$ cat config.mk
export PLATFORM = sky130hd
export DESIGN_NAME = uart_tx_byte
export DESIGN_NICKNAME = d
export VERILOG_FILES = /design/src/rtl/uart_pkg.sv /design/src/rtl/uart_tx_byte_baud_gen.sv /design/src/rtl/uart_tx_byte.sv
export SDC_FILE = /design/constraint.sdc
export NUM_CORES = 1
export LEC_CHECK = 0
export CAP_MARGIN = 30
export CORE_ASPECT_RATIO = 1.5
export CORE_MARGIN = 2
export CORE_UTILIZATION = 49
export DETAILED_ROUTE_END_ITERATION = 10
export GPL_ROUTABILITY_DRIVEN = 0
export PLACE_DENSITY = 0.75
export SYNTH_ARGS = -nofsm -noshare
export SYNTH_HDL_FRONTEND = slang
export SYNTH_HIERARCHICAL = 1
export SYNTH_SLANG_ARGS = --single-unit
$ cat constraint.sdc
create_clock -name FPGA_CLK1_50 -period 1.9 [get_ports FPGA_CLK1_50]
set_input_delay 0.38 -clock FPGA_CLK1_50 [delete_from_list [all_inputs] [get_ports FPGA_CLK1_50]]
set_output_delay 0.38 -clock FPGA_CLK1_50 [all_outputs]
set_load 0.01 [all_outputs]
$ cat src/rtl/uart_pkg.sv
// Shared types and helpers for the UART transmit stage.
// Optional even-parity bit is enabled by defining UART_TX_PARITY_EN.
package uart_pkg;

    localparam int DATA_BITS = 8;

    typedef enum logic [2:0] {
        IDLE   = 3'd0,
        START  = 3'd1,
        DATA   = 3'd2,
`ifdef UART_TX_PARITY_EN
        PARITY = 3'd3,
`endif
        STOP   = 3'd4
    } tx_state_t;

    // Rounded so that e.g. 50 MHz / 115200 lands on the nearest whole period.
    function automatic int clks_per_bit(input int clk_hz, input int baud);
        return (clk_hz + baud / 2) / baud;
    endfunction

endpackage

$ cat src/rtl/uart_tx_byte_baud_gen.sv
// Bit-period counter: bit_end pulses on the last cycle of each serial bit.
// Holding clear keeps the counter at zero so the next bit starts a full period.
module uart_baud_gen #(
    parameter int CLKS_PER_BIT = 434
) (
    input  logic clk,
    input  logic rst_n,
    input  logic clear,
    output logic bit_end
);

    localparam int CW = $clog2(CLKS_PER_BIT);

    logic [CW-1:0] cnt_q, cnt_d;

    assign bit_end = (cnt_q == CW'(CLKS_PER_BIT - 1));

    always_comb begin
        cnt_d = cnt_q + 1'b1;
        if (clear || bit_end) begin
            cnt_d = '0;
        end
    end

    always_ff @(posedge clk or negedge rst_n) begin
        if (!rst_n) begin
            cnt_q <= '0;
        end else begin
            cnt_q <= cnt_d;
        end
    end

endmodule

$ cat src/rtl/uart_tx_byte.sv
// 8N1 UART transmitter fed by the keypad ASCII decoder's start pulse.
// Defining UART_TX_PARITY_EN inserts an even-parity bit (8E1 framing).
module uart_tx_byte
    import uart_pkg::*;
#(
    parameter int CLK_HZ       = 50_000_000,
    parameter int BAUD         = 115_200,
    parameter int CLKS_PER_BIT = clks_per_bit(CLK_HZ, BAUD)
) (
    input  logic       FPGA_CLK1_50,
    input  logic       reset_n,
    input  logic [7:0] data,
    input  logic       start,
    output logic       tx,
    output logic       busy,
    output logic       done
);

    localparam int BCW = $clog2(DATA_BITS);

    tx_state_t              state_q, state_d;
    logic [DATA_BITS-1:0]   shift_q, shift_d;
    logic [BCW-1:0]         bit_cnt_q, bit_cnt_d;
    logic                   start_q;
    logic                   start_rise;
    logic                   bit_end;
`ifdef UART_TX_PARITY_EN
    logic                   parity_q, parity_d;
`endif

    assign start_rise = start & ~start_q;

    // Counter is parked at zero in IDLE so START always gets a full bit period.
    uart_baud_gen #(
        .CLKS_PER_BIT (CLKS_PER_BIT)
    ) u_baud (
        .clk     (FPGA_CLK1_50),
        .rst_n   (reset_n),
        .clear   (state_q == IDLE),
        .bit_end (bit_end)
    );

    always_comb begin
        state_d   = state_q;
        shift_d   = shift_q;
        bit_cnt_d = bit_cnt_q;
`ifdef UART_TX_PARITY_EN
        parity_d  = parity_q;
`endif
        case (state_q)
            IDLE: begin
                if (start_rise) begin
                    state_d   = START;
                    shift_d   = data;
                    bit_cnt_d = '0;
`ifdef UART_TX_PARITY_EN
                    parity_d  = ^data;
`endif
                end
            end
            START: begin
                if (bit_end) begin
                    state_d = DATA;
                end
            end
            DATA: begin
                if (bit_end) begin
                    shift_d   = shift_q >> 1;
                    bit_cnt_d = bit_cnt_q + 1'b1;
                    if (bit_cnt_q == BCW'(DATA_BITS - 1)) begin
`ifdef UART_TX_PARITY_EN
                        state_d = PARITY;
`else
                        state_d = STOP;
`endif
                    end
                end
            end
`ifdef UART_TX_PARITY_EN
            PARITY: begin
                if (bit_end) begin
                    state_d = STOP;
                end
            end
`endif
            STOP: begin
                if (bit_end) begin
                    state_d = IDLE;
                end
            end
            default: state_d = IDLE;
        endcase
    end

    // Outputs decode from registered state so reset forces the line idle at once.
    always_comb begin
        case (state_q)
            START:   tx = 1'b0;
            DATA:    tx = shift_q[0];
`ifdef UART_TX_PARITY_EN
            PARITY:  tx = parity_q;
`endif
            default: tx = 1'b1;
        endcase
    end

    assign busy = (state_q != IDLE);
    assign done = (state_q == STOP) && bit_end;

    always_ff @(posedge FPGA_CLK1_50 or negedge reset_n) begin
        if (!reset_n) begin
            state_q   <= IDLE;
            shift_q   <= '0;
            bit_cnt_q <= '0;
            start_q   <= 1'b1;
`ifdef UART_TX_PARITY_EN
            parity_q  <= 1'b0;
`endif
        end else begin
            state_q   <= state_d;
            shift_q   <= shift_d;
            bit_cnt_q <= bit_cnt_d;
            start_q   <= start;
`ifdef UART_TX_PARITY_EN
            parity_q  <= parity_d;
`endif
        end
    end

endmodule

; ---- Word-level counts from Yosys, hierarchy flattened
; Cells that the tools add are included.
[totals]
wordCells = 40
ff_bits = 24
[classes]
mux = 14
bitwise_logic = 2
eq_ne = 10
n_addsub = 2
reduce_logical = 7
[ops]
columns = op, count
row1 = 3-bit 2-to-1 mux, 7
row2 = 8-bit 2-to-1 mux, 2
row3 = 8-bit case mux with 2 select lines, 1
row4 = 3-bit case mux with 4 select lines, 1
row5 = 2-bit inequality test (second input constant), 5
row6 = 9-bit by 1-bit adder with 9-bit output (second input constant), 1
row7 = 9-bit equality test (second input constant), 1
row8 = 9-bit 2-to-1 mux, 1
row9 = 3-bit equality test (second input constant), 2
row10 = 3-bit case mux with 2 select lines, 1
row11 = 5-bit AND reduction, 1
row12 = 3-bit by 1-bit adder with 3-bit output (second input constant), 1
row13 = 3-bit by 1-bit equality test with 1-bit output (second input constant), 1
row14 = 3-bit by 2-bit equality test with 1-bit output (second input constant), 1
row15 = 3-bit logical NOT, 1
row16 = 3-bit AND reduction, 1
row17 = 3-bit nonzero test, 1
row18 = 1-bit case mux with 2 select lines, 1
row19 = 2-bit nonzero test, 1
row20 = 1-bit bitwise AND, 1
row21 = 1-bit logical AND, 1
row22 = 1-bit logical OR, 1
row23 = 1-bit inverter, 1

; ---- Depth between registers and ports, before layout
[logic_depth]
ltp_word = 4
ltp_mapped = 8
ltp_nobuf = 7

; ---- By module
; Netlist, hierarchy kept.
[modules_own_cells]
columns = mod, seq_area_each_um2, area_each_um2, cells_per_inst, instances
row1 = uart_tx_byte, 376.6, 773.2, 64, 1
row2 = uart_baud_gen, 225.2, 485.5, 48, 1

; ---- Least setup slack after synthesis
; Ideal clock, no wire load.
[synth_path]
path_type = register to register
from = register u_baud.cnt_q[2]
to = register shift_q[7]
t_arrival_ns = 1.989
path_buffers = 1
slack_ns = -0.210
required_ns = 1.778
stages_incl_launch_ff = 7
setup_time_ns = 0.122
path_cell_list = dfrtp_1 > or3_4 > nor3_1 > and4bb_1 > buf_4 > a21oi_1 > a32o_1
[synth_between]
elab_chain_len = 3
[synth_rtl]
columns = element, line_no
row1 = start: declaration, uart_tx_byte_baud_gen.sv:14  ; logic [CW-1:0] cnt_q, cnt_d;
row2 = start signal: assignment, uart_tx_byte_baud_gen.sv:29  ; cnt_q <= cnt_d;
row3 = 9-bit equality test, uart_tx_byte_baud_gen.sv:16  ; assign bit_end = (cnt_q == CW'(CLKS_PER_BIT - 1));
row4 = via bit_end, uart_tx_byte.sv:26  ; logic bit_end;
row5 = 2-bit inequality test (no line), n/a
row6 = 3-bit AND reduction (no line), n/a
row7 = end signal: assignment, uart_tx_byte.sv:121  ; shift_q <= shift_d;
row8 = end: declaration, uart_tx_byte.sv:22  ; logic [DATA_BITS-1:0] shift_q, shift_d;
; The timed path passes the listed nets, and every way through them passes these cells.
; A chain may end at the register's enable or synchronous reset.

; ---- Worst setup path after layout
[layout_path]
from = register u_baud.cnt_q[3]
to = output done
[layout_between]
elab_chain_len = 2
[layout_rtl]
columns = element, line_no
row1 = 9-bit equality test, uart_tx_byte_baud_gen.sv:16
row2 = via bit_end, uart_tx_byte.sv:26
row3 = 1-bit logical AND, uart_tx_byte.sv:108  ; assign done = (state_q == STOP) && bit_end;
row4 = end: declaration, uart_tx_byte.sv:16  ; output logic done
; The timed path passes the listed nets, and every way through them passes these cells.

==> qor.csv <==
metric,value,unit
Period minus WS final,2.03,ns
Worst-path clk slew,0.14,ns
Setup TNS,-0.681,ns
WL met3,80,um
CTS tree,yes,
Post-synth EDFFs,0,
Min-Delay Path Class,input pin to asynchronous set/reset pin,
CP Max Fanout,2,
Area after DPL,1510,um2
worst reg-to-reg setup slack,-0.11,ns
Worst slew margin,0.790,
biggest area consumer among synthesized cells,dfrtp_1,
Post-Syn Area,1260,um2
Comb pwr share,0.471,
data required time at the worst endpoint,1.52,ns
final setup fails,9,
most frequent cells after synthesis,"dfrtp_1 (23), nand2_1 (8), nand2b_1 (8)",
max-cap viol count,0,
hold buffer count at CTS,0,
GRT Util Overall,0.196,
sequential area share after synthesis,0.478,
R2R cell count,7,
Leakage,0.748,nW
reg2reg end,shift_q[0],
clk_lat worst skew,0.31,ns
Root Buffer,clkbuf_4,
number of diodes,0,
Setup WS pre-CTS,-0.213,ns
Iter 0 DRT Violations,20,
synth top area cells,"dfrtp_1 (46%), o221a_2 (6.3%), ha_1 (4.0%), nand2b_1 (4.0%), nand2_1 (2.4%)",
area of the core,2450,um2
Pwr per Cell Area,1190,nW/um2
status,"complete, but fails checks",
crit path launch,u_baud/cnt_q[3],
CTS sink cnt,24,
Vias/cell,6.06,
grt ovf,0,
fmax,493,MHz
Detailed Route WL,2750,um
vias in the first global route,1039,
fin area,1730,um2
"Arr. time, crit path",1.65,ns
Mapped Cells,112,
Setup crit end,done,
failing checks,negative setup slack,
post-synth top area share,0.457,
met1 wire length,1090,um
CTS H-tree lvls,1,
share of post-route cells with drive strength above 1,0.395,
Flop pwr share,0.399,
unrepaired setup endpoints after global routing,true,
CTS Buffer Depth,2,
setup ws final,-0.126,ns
post-synthesis net count,127,
IO Port Bufs,13,
"Async S/R FF share, synth",1.00,
power share of the clock group,0.130,
cell depth of the worst setup path,5,
Top Metal Used,met4,
Final ANT Viol Nets,0,
Yosys reg bits,24,
Die Area,3000,um2
"Power, Total",0.00206,W
Net Sw Power,0.000697,W
worst slew pin tran,0.315,ns
wire length on met2,1550,um
first-pass GRT wire length,4410,um
drt wl/cell,16.1,um
critical path cell sequence,"or3_4, nor3_4, nand2_1, nor3_2, buf_2",
"Top FF cell, synth",dfrtp_1,
Setup crit start kind,flip-flop,
"Area growth, synth to finish",37.5,%
HPWL Detailed,1810,um
final hold vios,0,
Clock Skew,0.00686,ns
WP buf/inv,1,
DR pass1 iterations,4,
Synth warnings,6,
initial antenna violation count,0,
Setup Crit Path Kind,flip-flop to output pin,
period utilisation layout,1.07,
FF-to-FF Start,u_baud/cnt_q[3],
VDD IR-drop max,0.775,mV
Yosys cell types,42,
Num CTS Buffers,3,
largest net degree at the start of global routing,25,
I/O pin cnt,14,
via count,1037,
CP peak stage delay,0.42,ns
"delay-heaviest family, CP",simple AND/OR/NAND/NOR gates,
Post-Place Cells,160,
die height,66.1,um
initial core utilization,0.514,
Post-route DRC,0,
Max Slew Vio Count,0,
Pint,0.00137,W
cell with the most instances after synthesis,dfrtp_1,
die extent in x,45.4,um
final non-filler cell total,171,
slowest CP cell,or3_4,
Worst Setup End Kind,output pin,
FP Rows,22,
Switching Share,0.338,
Final Net Count,163,
Post-Syn Area per Cell,11.2,um2
[layout make-up]
type / count / area [um2]
inverter: 5 / 23.8
tap: 24 / 30.0
multi-input combinational: 80 / 734
fill: 171 / 719
sequential: 24 / 606
timing repair buffer: 34 / 300
clock buffer: 4 / 36.3
[layout by cell type, fill, tap and decap left out, drive strengths merged, types with 7 or more instances in the layout]
| cell | instances |
|---|---|
| nor2 | 7 |
| clkdlybuf4s50 | 10 |
| nand2b | 8 |
| o221a | 7 |
| nand2 | 9 |
| buf | 22 |
| dfrtp | 23 |
[power groups by stage]
stage	combinational [W]	sequential, W	clock, W
floorplan	0.000494	0.000823	0
global placement	0.000776	0.000805	0
detailed placement	0.000813	0.000816	0
CTS	0.000848	0.000794	0.000276
global route	0.00106	0.000843	0.000307
finish	0.000972	0.000822	0.000269
[state kept, by name, indices dropped and copies added (netlist names)]
register	count
shift_q	8
u_baud/cnt_q	9
start_q	1
bit_cnt_q	3
state_q	3
[metrics by stage]
stage	util	hold slack, ns
2_1_floorplan	-	0.0844
3_3_place_gp	0.614	0.476
3_5_place_dp	0.614	0.480
4_1_cts	0.640	0.423
5_1_grt	0.706	0.408
6_report	0.706	0.419
[how the worst min path moves through the flow]
stage	endpoint	cells after the start	start	slack (ns)
after floorplan	bit_cnt_q[0]	0	reset_n	0.08
after global placement	shift_q[7]	1	shift_q[7]	0.48
after detailed placement	shift_q[7]	1	shift_q[7]	0.48
after CTS	state_q[2]	2	reset_n	0.42
after global routing	u_baud/cnt_q[5]	2	reset_n	0.41
final	bit_cnt_q[1]	2	reset_n	0.42
[metal layers]
metal | track usage | vias up
li1 | - | 493
met1 | 0.221 | 515
met2 | 0.349 | 23
met3 | 0.0355 | 6
met4 | 0.0735 | 0
met5 | 0 | -
[what timing repair did]
action	4_1_cts	5_1_grt
hold endpoints to repair	0	0
pin swaps	0	7
resized for setup	10	22
buffers inserted	4	3
endpoints found under the setup margin	11	12
[cell families after synthesis]
group,Yosys count,share of synthesized area
compound gates,26,0.183
xor+xnor,3,0.0209
fa+ha+maj,4,0.0398
buf+inv,8,0.0427
flops,24,0.478
mux,1,0.00895
simple gates,46,0.227
No activity file was read; power rests on OpenSTA's default activity.
